**config.mk**
```make
export PLATFORM = sky130hd
export DESIGN_NAME = ltl_verdict_collector
export DESIGN_NICKNAME = d
export VERILOG_FILES = /design/src/rtl/ltl_verdict_collector.sv
export SDC_FILE = /design/constraint.sdc
export NUM_CORES = 1
export LEC_CHECK = 0
export BUFFER_PORTS_ARGS = -buffer_cell sky130_fd_sc_hd__buf_2
export CORE_ASPECT_RATIO = 0.5
export CORE_MARGIN = 2
export CORE_UTILIZATION = 32
export CTS_CLUSTER_DIAMETER = 100
export CTS_CLUSTER_SIZE = 20
export DETAILED_ROUTE_END_ITERATION = 8
export PLACE_DENSITY = 0.55
export SLEW_MARGIN = 20
export SYNTH_ARGS = -nofsm -noshare
export SYNTH_HDL_FRONTEND = slang
export SYNTH_SLANG_ARGS = --single-unit
```
**constraint.sdc**
```tcl
create_clock -name clk -period 3.6 [get_ports clk]
set_clock_uncertainty 0.05 [all_clocks]
set_input_delay 0 -clock clk [delete_from_list [all_inputs] [get_ports clk]]
set_output_delay 0 -clock clk [all_outputs]
set_load 0.01 [all_outputs]
```
**src/rtl/ltl_verdict_collector.sv**
```systemverilog
// Collects per-property LTL verdict hits into a timestamped event FIFO with saturating counters,
// sticky flags and an interrupt. Define LTL_COLLECT_EDGE_EN to count rising edges instead of levels.
module ltl_verdict_collector #(
  parameter int NUM_PROPS  = 2,
  parameter int TS_W       = 16,
  parameter int FIFO_DEPTH = 4,
  parameter int CNT_W      = 8
) (
  input  logic                       clk,
  input  logic                       reset,
  input  logic                       run,
  input  logic [NUM_PROPS-1:0]       ltl_hits,
  input  logic                       clear,
  output logic                       evt_valid,
  input  logic                       evt_ready,
  output logic [NUM_PROPS-1:0]       evt_mask,
  output logic [TS_W-1:0]            evt_ts,
  output logic [NUM_PROPS*CNT_W-1:0] hit_count,
  output logic [NUM_PROPS-1:0]       sticky,
  output logic                       overflow,
  output logic                       irq
);

  localparam int AW    = $clog2(FIFO_DEPTH);
  localparam int REC_W = NUM_PROPS + TS_W;
  localparam logic [AW:0] FULL_CNT = (AW+1)'(FIFO_DEPTH);

  logic [TS_W-1:0]            ts_r;
  logic [REC_W-1:0]           mem_r [FIFO_DEPTH];
  logic [AW-1:0]              rd_ptr_r;
  logic [AW-1:0]              wr_ptr_r;
  logic [AW:0]                count_r;
  logic                       evt_valid_r;
  logic [NUM_PROPS-1:0]       evt_mask_r;
  logic [TS_W-1:0]            evt_ts_r;
  logic [NUM_PROPS*CNT_W-1:0] cnt_r;
  logic [NUM_PROPS-1:0]       sticky_r;
  logic                       overflow_r;
  logic                       irq_r;
`ifdef LTL_COLLECT_EDGE_EN
  logic [NUM_PROPS-1:0]       prev_r;
`endif

  logic [NUM_PROPS-1:0] h_s;
  logic                 push_s;
  logic                 pop_s;
  logic                 full_s;
  logic                 push_ok_s;
  logic                 drop_s;
  logic [REC_W-1:0]     rec_s;
  logic [AW-1:0]        rd_ptr_nxt_s;
  logic [AW:0]          count_nxt_s;
  logic [REC_W-1:0]     head_nxt_s;

  // Qualified hits, FIFO control and the next head record
  always_comb begin
    h_s          = '0;
    rd_ptr_nxt_s = rd_ptr_r;
    count_nxt_s  = count_r;
    head_nxt_s   = '0;
    if (run) begin
`ifdef LTL_COLLECT_EDGE_EN
      h_s = ltl_hits & ~prev_r;
`else
      h_s = ltl_hits;
`endif
    end else begin
      h_s = '0;
    end
    push_s    = |h_s;
    pop_s     = evt_valid_r & evt_ready;
    full_s    = (count_r == FULL_CNT);
    push_ok_s = push_s & (~full_s | pop_s);
    drop_s    = push_s & full_s & ~pop_s;
    rec_s     = {h_s, ts_r};
    if (pop_s) begin
      rd_ptr_nxt_s = rd_ptr_r + AW'(1);
    end else begin
      rd_ptr_nxt_s = rd_ptr_r;
    end
    case ({push_ok_s, pop_s})
      2'b10:   count_nxt_s = count_r + (AW+1)'(1);
      2'b01:   count_nxt_s = count_r - (AW+1)'(1);
      default: count_nxt_s = count_r;
    endcase
    // A record written this cycle becomes the head only when nothing older remains
    if (count_nxt_s == '0) begin
      head_nxt_s = '0;
    end else if (push_ok_s && (rd_ptr_nxt_s == wr_ptr_r)) begin
      head_nxt_s = rec_s;
    end else begin
      head_nxt_s = mem_r[rd_ptr_nxt_s];
    end
  end

  // Event storage array (data only, validity tracked by count_r)
  always_ff @(posedge clk) begin
    if (push_ok_s) begin
      mem_r[wr_ptr_r] <= rec_s;
    end
  end

  // Timestamp, FIFO pointers and registered head outputs
  always_ff @(posedge clk) begin
    if (reset) begin
      ts_r        <= '0;
      rd_ptr_r    <= '0;
      wr_ptr_r    <= '0;
      count_r     <= '0;
      evt_valid_r <= 1'b0;
      evt_mask_r  <= '0;
      evt_ts_r    <= '0;
    end else begin
      if (run) begin
        ts_r <= ts_r + TS_W'(1);
      end
      if (push_ok_s) begin
        wr_ptr_r <= wr_ptr_r + AW'(1);
      end
      rd_ptr_r    <= rd_ptr_nxt_s;
      count_r     <= count_nxt_s;
      evt_valid_r <= (count_nxt_s != '0);
      evt_mask_r  <= head_nxt_s[REC_W-1:TS_W];
      evt_ts_r    <= head_nxt_s[TS_W-1:0];
    end
  end

  // Saturating counters, sticky flags, overflow and interrupt
  always_ff @(posedge clk) begin
    if (reset) begin
      cnt_r      <= '0;
      sticky_r   <= '0;
      overflow_r <= 1'b0;
      irq_r      <= 1'b0;
    end else begin
      irq_r <= (|sticky_r) | overflow_r;
      if (clear) begin
        cnt_r      <= '0;
        sticky_r   <= '0;
        overflow_r <= 1'b0;
      end else begin
        sticky_r <= sticky_r | h_s;
        if (drop_s) begin
          overflow_r <= 1'b1;
        end
        for (int i = 0; i < NUM_PROPS; i++) begin
          if (h_s[i] && (cnt_r[i*CNT_W +: CNT_W] != {CNT_W{1'b1}})) begin
            cnt_r[i*CNT_W +: CNT_W] <= cnt_r[i*CNT_W +: CNT_W] + CNT_W'(1);
          end
        end
      end
    end
  end

`ifdef LTL_COLLECT_EDGE_EN
  // Previous run-qualified verdict levels for edge detection
  always_ff @(posedge clk) begin
    if (reset) begin
      prev_r <= '0;
    end else if (run) begin
      prev_r <= ltl_hits;
    end else begin
      prev_r <= '0;
    end
  end
`endif

  assign evt_valid = evt_valid_r;
  assign evt_mask  = evt_mask_r;
  assign evt_ts    = evt_ts_r;
  assign hit_count = cnt_r;
  assign sticky    = sticky_r;
  assign overflow  = overflow_r;
  assign irq       = irq_r;

endmodule

```
## Word level (Yosys, flattened, before mapping)

Memory sizes are Yosys's and may differ from the RTL's. A register that Yosys moved wholly into a read port is not among the register bits.
Cells that the tools add are included.

| storage, ports and cells | value |
|---|---|
| logic and storage cells | 45 |
| RAM bits | 72 |
| memories | 1 |
| input port bits | 7 |
| bits in latches | 0 |
| bits in registers | 44 |
| memory bits (read-only) | 0 |

| cells by class | value |
|---|---|
| order comparisons | 0 |
| shift operators | 0 |
| bitwise gates (word level) | 9 |
| multiply operators | 0 |
| eq/ne operators | 5 |
| $add $sub $neg | 7 |
| multiplexer cells | 5 |
| div/mod/pow operators | 0 |
| reductions and logical operators | 8 |

Memories:

| name | depth | width | rd ports | clocked after memory_dff | wr ports | RTL line | text |
|---|---|---|---|---|---|---|---|
| mem_r | 4 | 18 | 1 | 1 | 1 | 29 | `logic [REC_W-1:0] mem_r [FIFO_DEPTH];` |

Operator list:

| cell | number |
|---|---|
| adder 16 x 1 -> 16 bit, second input constant | 1 |
| adder 8 x 1 -> 8 bit, second input constant | 2 |
| inequality test 8 bit, second input constant | 2 |
| OR reduction 2 bit | 4 |
| case mux 3 bit (2 select lines) | 1 |
| adder 2 x 1 -> 2 bit, second input constant | 2 |
| AND 1 bit | 4 |
| two-way mux 2 bit | 2 |
| adder 3 x 1 -> 3 bit, second input constant | 1 |
| == test 3 bit, second input constant | 1 |
| logical NOT 3 bit | 1 |
| nonzero test 3 bit | 1 |
| subtractor 3 x 1 -> 3 bit, second input constant | 1 |
| == test 2 x 1 -> 1 bit, second input constant | 1 |
| == test 2 bit, second input constant | 1 |
| logical AND 1 bit | 2 |
| two-way mux 1 bit | 2 |
| inverter 1 bit | 2 |
| OR 1 bit | 2 |
| OR 2 bit | 1 |

## Depth between registers and ports, before layout

| logic depth | value |
|---|---|
| word-level depth | 8 |
| mapped depth | 10 |
| depth with buffers taken out | 8 |

## Worst setup path before layout

OpenSTA, ideal clock, no wires.

| timing | value |
|---|---|
| path kind | flip-flop to flip-flop |
| start | register evt_valid_r, in the netlist evt_valid |
| end | register evt_mask_r[1], in the netlist evt_mask[1] |
| clock period less this slack | 2.545 ns |
| path slack | 1.055 ns |
| data arrival time | 2.416 ns |
| required time | 3.471 ns |
| stages on the path, launching flop included | 10 |
| cells stage by stage | dfxtp_1 > and2_4 > buf_6 > nand2_1 > fa_1 > or4_4 > a31oi_4 > a211oi_4 > buf_6 > a211oi_2 |

| on the way | value |
|---|---|
| word-level cells in the longest chain between the ends | 7 |

Ends and longest elaborated chain:

| what | RTL line | text |
|---|---|---|
| start: declaration | 33 | `logic evt_valid_r;` |
| start signal: assignment | 122 | `evt_valid_r <= (count_nxt_s != '0);` |
| AND 1 bit (*) | 71 | `pop_s = evt_valid_r & evt_ready;` |
| OR 1 bit | 73 | `push_ok_s = push_s & (~full_s \| pop_s);` |
| AND 1 bit | 73 |  |
| == test 2 x 1 -> 1 bit or == test 2 bit (tied branches) | 81 | `case ({push_ok_s, pop_s})` |
| case mux 3 bit (2 select lines) | 81 |  |
| logical NOT 3 bit | 87 | `if (count_nxt_s == '0) begin` |
| OR reduction 2 bit (no source line) | - |  |
| end signal: assignment | 123 | `evt_mask_r <= head_nxt_s[REC_W-1:TS_W];` |
| end: declaration | 34 | `logic [NUM_PROPS-1:0] evt_mask_r;` |

Every way passes the cells marked *; elsewhere a longest branch is shown, timed or not.
A chain may end at the register's enable or synchronous reset.

## Worst setup path after layout

| timing | value |
|---|---|
| start | input port ltl_hits[0] |
| end | register evt_ts_r[15], in the netlist evt_ts[15] |

| on the way | value |
|---|---|
| word-level cells in the longest chain between the ends | 7 |

Ends and longest elaborated chain:

| what | RTL line | text |
|---|---|---|
| start: declaration | 12 | `input logic [NUM_PROPS-1:0] ltl_hits,` |
| two-way mux 2 bit (*) | 61 | `if (run) begin` |
| OR reduction 2 bit (*) | 70 | `push_s = \|h_s;` |
| AND 1 bit (*) | 73 |  |
| == test 2 x 1 -> 1 bit or == test 2 bit (tied branches) | 81 |  |
| case mux 3 bit (2 select lines) (*) | 81 |  |
| logical NOT 3 bit (*) | 87 |  |
| OR reduction 2 bit (no source line) (*) | - |  |
| end signal: assignment | 124 | `evt_ts_r <= head_nxt_s[TS_W-1:0];` |
| end: declaration | 35 | `logic [TS_W-1:0] evt_ts_r;` |

Marks and branches as above.

==> results by group <==
Die
  • Initial core utilization: 33.2%
  • Die H: 102 um
  • Std-Cell Rows: 35
  • Core area: 18,700 um2
  • Full die area: 20,500 um2
  • Die Width: 201 um
  • I/O pins: 46

Setup path
  • Data arrival, critical path: 3.16 ns
  • Crit path kind: primary input to flip-flop
  • Element type at the critical path start: primary input
  • Critical path endpoint category: flip-flop
  • Worst path slowest cell: a211oi_4
  • Crit path buffers/inverters: 2
  • Worst EP required: 3.80 ns
  • Critical-path cell list: dlygate4sd3_1 > buf_2 > o21ai_2 > nand2_1 > fa_1 > nand3b_1 > mux2_2 > a31oi_4 > a211oi_4 > a211oi_1
  • Crit path largest cell delay: 0.86 ns
  • Largest delay contributor family on the critical path: compound AO/OA/AOI/OAI gates
  • CP max FO: 19
  • Worst r2r src: evt_valid
  • Crit. Startpoint: ltl_hits[0]

Route
  • DRC violation total after the first TritonRoute iteration: 175
  • Final WL: 12,800 um
  • Drt drc: 0
  • Routed len/inst: 15.8 um
  • Vias/cell: 4.67
  • Final ANT Viol Nets: 0
  • TritonRoute pass-1 iters: 4
  • Via count: 3,785

Global route
  • Gr ovfl total: 0
  • Tot GR Track Use: 13.3%
  • GR met3 Demand/Resource: 3.35%
  • Met1 global-route usage: 17.9%
  • Vias in the first global route: 3,846
  • Met2 usage: 21.3%
  • Initial antenna violation count: 0
  • Maximum number of pins on one net before global-route repair: 53
  • Most used routing layer: met2
  • First-pass GRT wire length: 20,600 um

Hold path
  • Min-delay src: clear
  • Worst hold path class: primary input to flip-flop

Timing
  • Slew @ Worst Pin: 1.10 ns
  • Relative max-transition margin: 26.3%
  • Post-Route Setup TNS: 0 ns
  • Final setup viols: 0
  • Final-report hold violation count: 0
  • Final Critical Period: 2.96 ns
  • Max-slew violations: 0
  • Unrepaired setup endpoints after global routing: false
  • FMAX: 338 MHz
  • Hold_ws: 0.0443 ns
  • Fin crit share: 82.2%

Logic synthesis
  • Number of synthesized flops with an enable pin: 72
  • Largest area contributor in the netlist: edfxtp_1
  • Netlist cell types: 45
  • Post-synthesis sequential area ratio: 55.0%
  • Largest cells by area after synthesis: edfxtp_1 35%, dfxtp_1 20%, mux2i_1 12%
  • Syn Inst Count: 486
  • Post-Syn Nets: 501
  • Post-Syn Area: 6190 um2
  • Most common cell in the netlist: mux2i_1
  • Post-synth top flop: edfxtp_1
  • Share of the synthesized area in the top cell type: 35.0%
  • FF+latch count, synth: 134
  • Syn. warnings: 0
  • Synth async-reset ratio: 0%
  • Syn avg cell area: 12.7 um2
  • Most frequent cells after synthesis: 76 x mux2i_1, 72 x edfxtp_1, 62 x dfxtp_1

Final layout
  • Post-route cell area: 7260 um2
  • FILL cells: 1,809
  • Diodes inserted: 0
  • Footprint of the multi-input gates: 2600 um2
  • Sequential cell area: 3410 um2
  • Area growth from synthesis to layout: 17.4%
  • Nets: 553
  • Layout cells sized above 1: 22.5%

Power
  • VDD IR max: 394 uV
  • Pwr Total: 4480 uW
  • Pleak: 0.00254 uW
  • PwrDens: 617 nW/um2

Clock tree
  • H-tree depth: 4
  • TritonCTS clock tree: yes
  • CTS max path bufs: 2
  • Clk Latency, worst-skew pair: 0.42 ns
  • Reg clk slew, reported paths: 0.07 ns
  • Num CTS Buffers: 17
  • # clock sinks: 134
  • Clk root buf: clkbuf_16
  • Setup bufs post-CTS: 0

Outcome
  • Status: complete, no violations

Job
  • Maxcap violations: 0

Placed design
  • IO Port Bufs: 45
  • Detailed Place HPWL: 8490 um
  • Routability Congestion: 0.747
  • DP Area: 6670 um2
[flip-flops by register name, indices dropped and copies added (netlist names), 3 cells and up]
signal     cells
mem_r         72
evt_ts        16
hit_count     16
ts_r          16
count_r        3
[worst reg2reg max path, stage by stage (launching register included)]
cell	delay [ns]
dfxtp_1	0.47
and2_4	0.20
nand2_1	0.07
fa_1	0.53
nand3b_1	0.11
mux2_2	0.17
a31oi_4	0.09
a211oi_4	0.86
a211oi_1	0.20
[layout make-up]
type                    instances  share of cell area, %
multi-input cells             316                   35.8
repair buffers                 59                   4.68
clock inverters                13                   1.69
flip-flops and latches        134                   46.9
well taps                     259                   4.46
clock buffers                  19                   5.96
inverters                      10                  0.517
[cells in the final DEF (no fill, tap or decap), types with 4 or more instances in the layout]
cell and instances:
xor2_1 17, buf_4 10, dfxtp_1 61, nand3_1 11, mux2i_1 75, ha_1 7
a21oi_1 10, mux4_2 18, and2_1 21, dlygate4sd3_1 4, buf_2 45, o21ai_0 6
nand4_1 8, edfxtp_1 72, a211oi_1 9, a211oi_2 8, nor2_1 60, clkbuf_16 17
inv_1 10, and3_1 4, nor3_1 6, nand2_1 14, xnor2_1 12, or3_1 4
[routing by layer]
| metal | routed length [um] | vias to the layer above |
|---|---|---|
| met5 | 0 | - |
| met4 | 84 | 0 |
| met3 | 427 | 6 |
| met2 | 5710 | 62 |
| met1 | 6560 | 1835 |
| li1 | - | 1882 |
[cells by family (layout without fill, tap and decap cells)]
family | count (synthesis) | after routing | share of synthesized area (%)
AND/OR/NAND/NOR | 139 | 139 | 10.9
adder cells (fa/ha/maj) | 8 | 8 | 1.74
multiplexers | 96 | 96 | 19.2
buffers and inverters | 36 | 101 | 3.01
AO/OA/AOI/OAI | 44 | 44 | 5.99
flip-flops | 134 | 134 | 55.0
XOR/XNOR | 29 | 29 | 4.11
[report_power, final]
group          internal (uW)  total (uW)  switching (uW)  leakage, uW
clock                    958        1620             662     0.000266
sequential              1770        1890             116      0.00119
combinational            470         976             506      0.00108
[path summary, 6_finish.rpt]
path                            cells after the start  slack, ns             to
worst min-delay path                                3       0.04  hit_count[11]
worst max register to register                      8       0.70     evt_ts[15]
worst max-delay path                               10       0.64     evt_ts[15]
worst min register to register                      2       0.44       overflow
[what timing repair did]
item                                    CTS  global route
endpoints found under the hold margin    12             0
hold buffers                              4             0
resized for setup                         0             0
endpoints found under the setup margin    0             0
[per-stage QoR]
step,setup slack [ns],utilization [%],instances
after floorplan,1.06,-,486
after global placement,0.752,35.7,774
after detailed placement,0.670,35.7,774
after CTS,0.645,38.9,810
after global routing,0.463,38.9,810
final,0.641,38.9,810
(Power assumes the default switching activity.)
